**config.mk**
```make
export PLATFORM = sky130hd
export DESIGN_NAME = sym_seq_tx
export DESIGN_NICKNAME = d
export VERILOG_FILES = /design/src/rtl/sym_seq_pkg.sv /design/src/rtl/sym_seq_tx_sym_buf.sv /design/src/rtl/sym_seq_tx.sv
export SDC_FILE = /design/constraint.sdc
export NUM_CORES = 1
export LEC_CHECK = 0
export CORE_MARGIN = 3
export CORE_UTILIZATION = 56
export DETAILED_ROUTE_END_ITERATION = 10
export PLACE_DENSITY = 0.77
export SYNTH_ARGS = -nofsm -noshare
export SYNTH_HDL_FRONTEND = slang
export SYNTH_SLANG_ARGS = --single-unit
```
**constraint.sdc**
```tcl
create_clock -name clk -period 3.55 [get_ports clk]
set_input_delay 0.355 -clock clk [delete_from_list [all_inputs] [get_ports clk]]
set_output_delay 0.355 -clock clk [all_outputs]
set_load 0.005 [all_outputs]
```
**src/rtl/sym_seq_pkg.sv**
```systemverilog
// sym_seq_pkg: shared state encoding and symbol constants for the symbol sequence transmitter
package sym_seq_pkg;
    typedef enum logic [1:0] {IDLE = 2'd0, SEND = 2'd1, FIN = 2'd2} state_t;
    localparam int SYM_W = 2;
    localparam logic [SYM_W-1:0] IDLE_SYM_DEF = 2'b00;
endpackage

```
**src/rtl/sym_seq_tx_sym_buf.sv**
```systemverilog
// sym_buf: DEPTH x 2-bit pattern store, one write port, asynchronous read, no reset
module sym_buf
    import sym_seq_pkg::*;
#(
    parameter int DEPTH = 16,
    parameter int AW    = 4
) (
    input  logic             clk,
    input  logic             we,
    input  logic [AW-1:0]    wa,
    input  logic [SYM_W-1:0] wd,
    input  logic [AW-1:0]    ra,
    output logic [SYM_W-1:0] rd
);
    logic [SYM_W-1:0] mem [DEPTH];
    // contents survive reset so a pattern can be replayed after an abort
    always_ff @(posedge clk)
        if (we) mem[wa] <= wd;
    assign rd = mem[ra];
endmodule

```
**src/rtl/sym_seq_tx.sv**
```systemverilog
// sym_seq_tx: replays len symbols from a pattern buffer, HOLD cycles each; SYM_SEQ_TX_REPEAT_EN adds looping
module sym_seq_tx
    import sym_seq_pkg::*;
#(
    parameter int               DEPTH    = 16,
    parameter int               AW       = 4,
    parameter int               HOLD     = 1,
    parameter logic [SYM_W-1:0] IDLE_SYM = IDLE_SYM_DEF
) (
    input  logic             clk,
    input  logic             reset,
    input  logic             wr_en,
    input  logic [AW-1:0]    wr_addr,
    input  logic [SYM_W-1:0] wr_data,
    input  logic             start,
    input  logic [AW:0]      len,
`ifdef SYM_SEQ_TX_REPEAT_EN
    input  logic             repeat_mode,
`endif
    output logic [SYM_W-1:0] sym_out,
    output logic             sym_valid,
    output logic             busy,
    output logic             done,
    output logic             wr_err
);
    localparam int            HW        = HOLD > 1 ? $clog2(HOLD) : 1;
    localparam logic [AW:0]   DEPTH_L   = (AW+1)'(DEPTH);
    localparam logic [HW-1:0] HOLD_LAST = HW'(HOLD - 1);

    state_t           state;
    logic [AW-1:0]    idx;
    logic [AW:0]      len_q;
    logic [HW-1:0]    hold_cnt;
    logic [SYM_W-1:0] rd_data;
    logic [AW-1:0]    rd_addr;
    logic             more;
    logic             wrap;

    assign more    = ({1'b0, idx} + (AW+1)'(1)) < len_q;
    // in IDLE and on a wrap the next symbol is entry 0, otherwise the one after idx
    assign rd_addr = (state == SEND && more) ? idx + AW'(1) : '0;
`ifdef SYM_SEQ_TX_REPEAT_EN
    assign wrap = repeat_mode;
`else
    assign wrap = 1'b0;
`endif

    sym_buf #(.DEPTH(DEPTH), .AW(AW)) u_buf (
        .clk (clk),
        .we  (wr_en && state != SEND),
        .wa  (wr_addr),
        .wd  (wr_data),
        .ra  (rd_addr),
        .rd  (rd_data)
    );

    // transmit FSM; every output is loaded here so all of them are registered
    always_ff @(posedge clk or posedge reset)
        if (reset) begin
            state     <= IDLE;
            sym_out   <= IDLE_SYM;
            sym_valid <= 1'b0;
            busy      <= 1'b0;
            done      <= 1'b0;
            wr_err    <= 1'b0;
            idx       <= '0;
            hold_cnt  <= '0;
            len_q     <= '0;
        end else begin
            wr_err <= wr_en && state == SEND;
            done   <= 1'b0;
            case (state)
                IDLE:
                    if (start) begin
                        len_q    <= len > DEPTH_L ? DEPTH_L : len;
                        idx      <= '0;
                        hold_cnt <= '0;
                        if (len != '0) begin
                            state     <= SEND;
                            sym_out   <= rd_data;
                            sym_valid <= 1'b1;
                            busy      <= 1'b1;
                        end else begin
                            state <= FIN;
                            done  <= 1'b1;
                        end
                    end
                SEND:
                    if (hold_cnt != HOLD_LAST)
                        hold_cnt <= hold_cnt + HW'(1);
                    else begin
                        hold_cnt <= '0;
                        if (more || wrap) begin
                            idx     <= more ? idx + AW'(1) : '0;
                            sym_out <= rd_data;
                        end else begin
                            state     <= FIN;
                            done      <= 1'b1;
                            busy      <= 1'b0;
                            sym_valid <= 1'b0;
                            sym_out   <= IDLE_SYM;
                            idx       <= '0;
                        end
                    end
                default:
                    state <= IDLE;
            endcase
        end
endmodule

```
==> reports/metrics.yaml <==
yosys.area.top_type: "edfxtp_1"
tns_ns: 0
critical_path.cell_chain: "ha_1, xor2_2, ha_1, a211o_1, a31oi_1, o21ai_1, o32a_1, o21ai_0, a211oi_2"
clkTransAtPathRegs_ns: 0.09
switching_share_pct: 34.2
setup_viol: 0
drt_pass1_iterations: 4
grt.overflow.total: 0
htree_levels: 2
grt_first_pass_wirelength_mm: 6.91
place_congestion: 0.915
synth_top_cell_area_share_pct: 43.2
cts_tree: "built"
total_power_mw: 1.89
drive_gt1_share_pct: 7.77
die_h_um: 69.0
synth_edf_count: 32
finalCritPeriodShare_pct: 87.6
cts_setup_buffers: 0
synth_flop_cell: "edfxtp_1"
die_x_um: 69.0
place_ws_ns: 0.480
drt-total-wl_mm: 4.02
grt_usage_pct: 18.4
powerDensity_nw_per_um2: 733
crit_slowest_cell: "dfrtp_1"
whs_ns: 0.419
grt_setup_unrepaired: "false"
critPathCaptureType: "register"
power.internal_mw: 1.24
drtIter0Drc: 93
cts_resized: 0
port_buffers: 20
ir_worst_vdd_v: 0.000408
power.switching_mw: 0.647
cp_max_fo: 14
syn_area_um2: 2230
critPathMaxStageDelay_ns: 0.64
synth_async_sr_flop_share_pct: 33.3
syn_avg_cell_area_um2: 12.2
cp_common_cell: "ha_1"
ys_ff_latch: 48
r2r_end: "sym_out[1]"
combPwrFrac_pct: 38.1
vias: 1479
root_buffer: "clkbuf_8"
first_global_vias: 1514
crit_path_start_kind: "register"
n_antenna_cell: 0
clk_path_buf_depth: 2
fin_util_pct: 68.9
ys_types: 36
dp_hpwl_mm: 2.98
wire_per_inst_um: 15.8
ctsHoldBuffers: 0
leakagePower_nw: 0.992
crit_arrival_ns: 3.28
pin_count: 21
startpoint: "idx[0]"
clock_sinks: 48
share_seq_of_total_power_pct: 40.5
syn-num-nets: 203
hold_viol: 0
fillers: 283
final_max_slew_viol_count: 0
max_slew_margin_pct: 58.1
syn_inst: 183
clock_latency_ns: 0.30
synthTopCellsByArea: "edfxtp_1 (43%), dfrtp_1 (18%), nor2_1 (4.2%)"
core_um2: 3740
timing.rr.start: "idx[0]"
min_path_type: "input port to asynchronous set/reset pin"
skew_ns: 0.00871
min_period_ns: 3.11
die_area_um2: 4770
area_growth_pct: 15.9
yosysSeqAreaShare_pct: 61.2
worst_pin_slew_ns: 0.627
vias_per_cell: 5.82
reg2reg_depth: 9
status: "finished clean"
antenna_found_initial: 0
core.rowCount: 22
cap_violations: 0
worstPathRequired_ns: 3.72
timing.reg2reg.setup_slack_ns: 0.44
endpoint: "sym_out[1]"
setup_slack_ns: 0.441
fmax_mhz: 322
drtAntennaViolNets: 0
grt_max_degree: 17
initial_core_util_pct: 59.5
post-route-drc-count: 0
finalNetCount: 225
numCtsBuffers: 5
clockPowerShare_pct: 21.4
path_class: "register to register"
yosys_warnings: 0
[layout make-up]
cell class / count / area (um2) / area share (%)
Timing Repair Buffer: 20 / 200 / 7.76
Sequential cell: 48 / 1360 / 52.8
Multi-Input combinational cell: 118 / 791 / 30.7
Tap cell: 48 / 60.1 / 2.33
Clock inverter: 2 / 38.8 / 1.50
Inverter: 12 / 45.0 / 1.75
Clock buffer: 6 / 82.6 / 3.20
[per-layer routing]
| metal | part of all wire (%) | GRT usage (%) |
|---|---|---|
| met3 | 4.4 | 4.66 |
| met1 | 42 | 21.7 |
| met5 | 0 | 0 |
| met2 | 52 | 32.2 |
| met4 | 2.0 | 7.16 |
[sequential cells by signal, indices dropped and copies added (netlist names)]
register	cells
busy	1
u_buf.mem	32
len_q	5
idx	4
wr_err	1
done	1
sym_out	2
state	2
[layout by cell type (no fill, tap or decap), types with 3 or more instances in the layout]
master | synthesis | final
nand2b_1 | 8 | 8
nor2_1 | 25 | 25
mux2i_1 | 3 | 3
dfrtp_1 | 16 | 16
mux2_2 | 3 | 3
clkbuf_8 | 0 | 6
edfxtp_1 | 32 | 32
nor3_1 | 5 | 5
inv_1 | 12 | 12
ha_1 | 5 | 5
nand2_1 | 20 | 20
o21ai_0 | 14 | 14
a21oi_1 | 4 | 4
clkdlybuf4s50_1 | 0 | 20
mux4_1 | 3 | 3
[how the worst min path moves through the flow]
stage,endpoint,slack (ns)
after floorplan,busy,0.27
after global placement,len_q[2],0.47
after detailed placement,len_q[1],0.49
after CTS,len_q[1],0.43
after global routing,len_q[1],0.51
final,len_q[1],0.42
[power groups by stage]
stage	clock network (mW)	logic [mW]	registers (mW)
finish	0.404	0.721	0.766
global placement	0	0.689	0.768
CTS	0.412	0.723	0.766
global route	0.444	0.795	0.779
floorplan	0	0.555	0.744
detailed placement	0	0.719	0.775
[cell usage after synthesis, types with 2 or more instances]
library cell,count
or3_1,2
a221o_1,2
mux2_2,3
dfrtp_1,16
inv_1,12
nor2_1,25
o22ai_1,2
ha_1,5
nand4_1,2
nand2b_1,8
nand2_1,20
or4_1,2
mux2i_1,3
edfxtp_1,32
mux4_1,3
o21ai_1,2
nor3_1,5
mux4_2,2
buf_2,2
buf_4,2
o21ai_0,14
a21oi_1,4
xor2_1,2
[cells by family after synthesis]
kind of cell | synth area share [%]
buffers and inverters | 3.32
AND/OR/NAND/NOR | 14.1
multiplexers | 8.43
AO/OA/AOI/OAI | 8.71
flip-flops | 61.2
adder cells (fa/ha/maj) | 2.81
XOR/XNOR | 1.52
[worst max-delay path, delay by kind of cell, from the launching register on]
family	cells	cell delay [ns]
AO/OA/AOI/OAI	6	1.26
XOR/XNOR	1	0.39
adder cells (fa/ha/maj)	2	0.66
flip-flops	1	0.64
[per-stage QoR]
step           std cells  area [um2]
6_report             254        2580
5_1_grt              254        2580
4_1_cts              254        2580
3_5_place_dp         246        2460
3_3_place_gp         246        2460
2_1_floorplan        183        2230
Power figures use the tool's default switching activity.
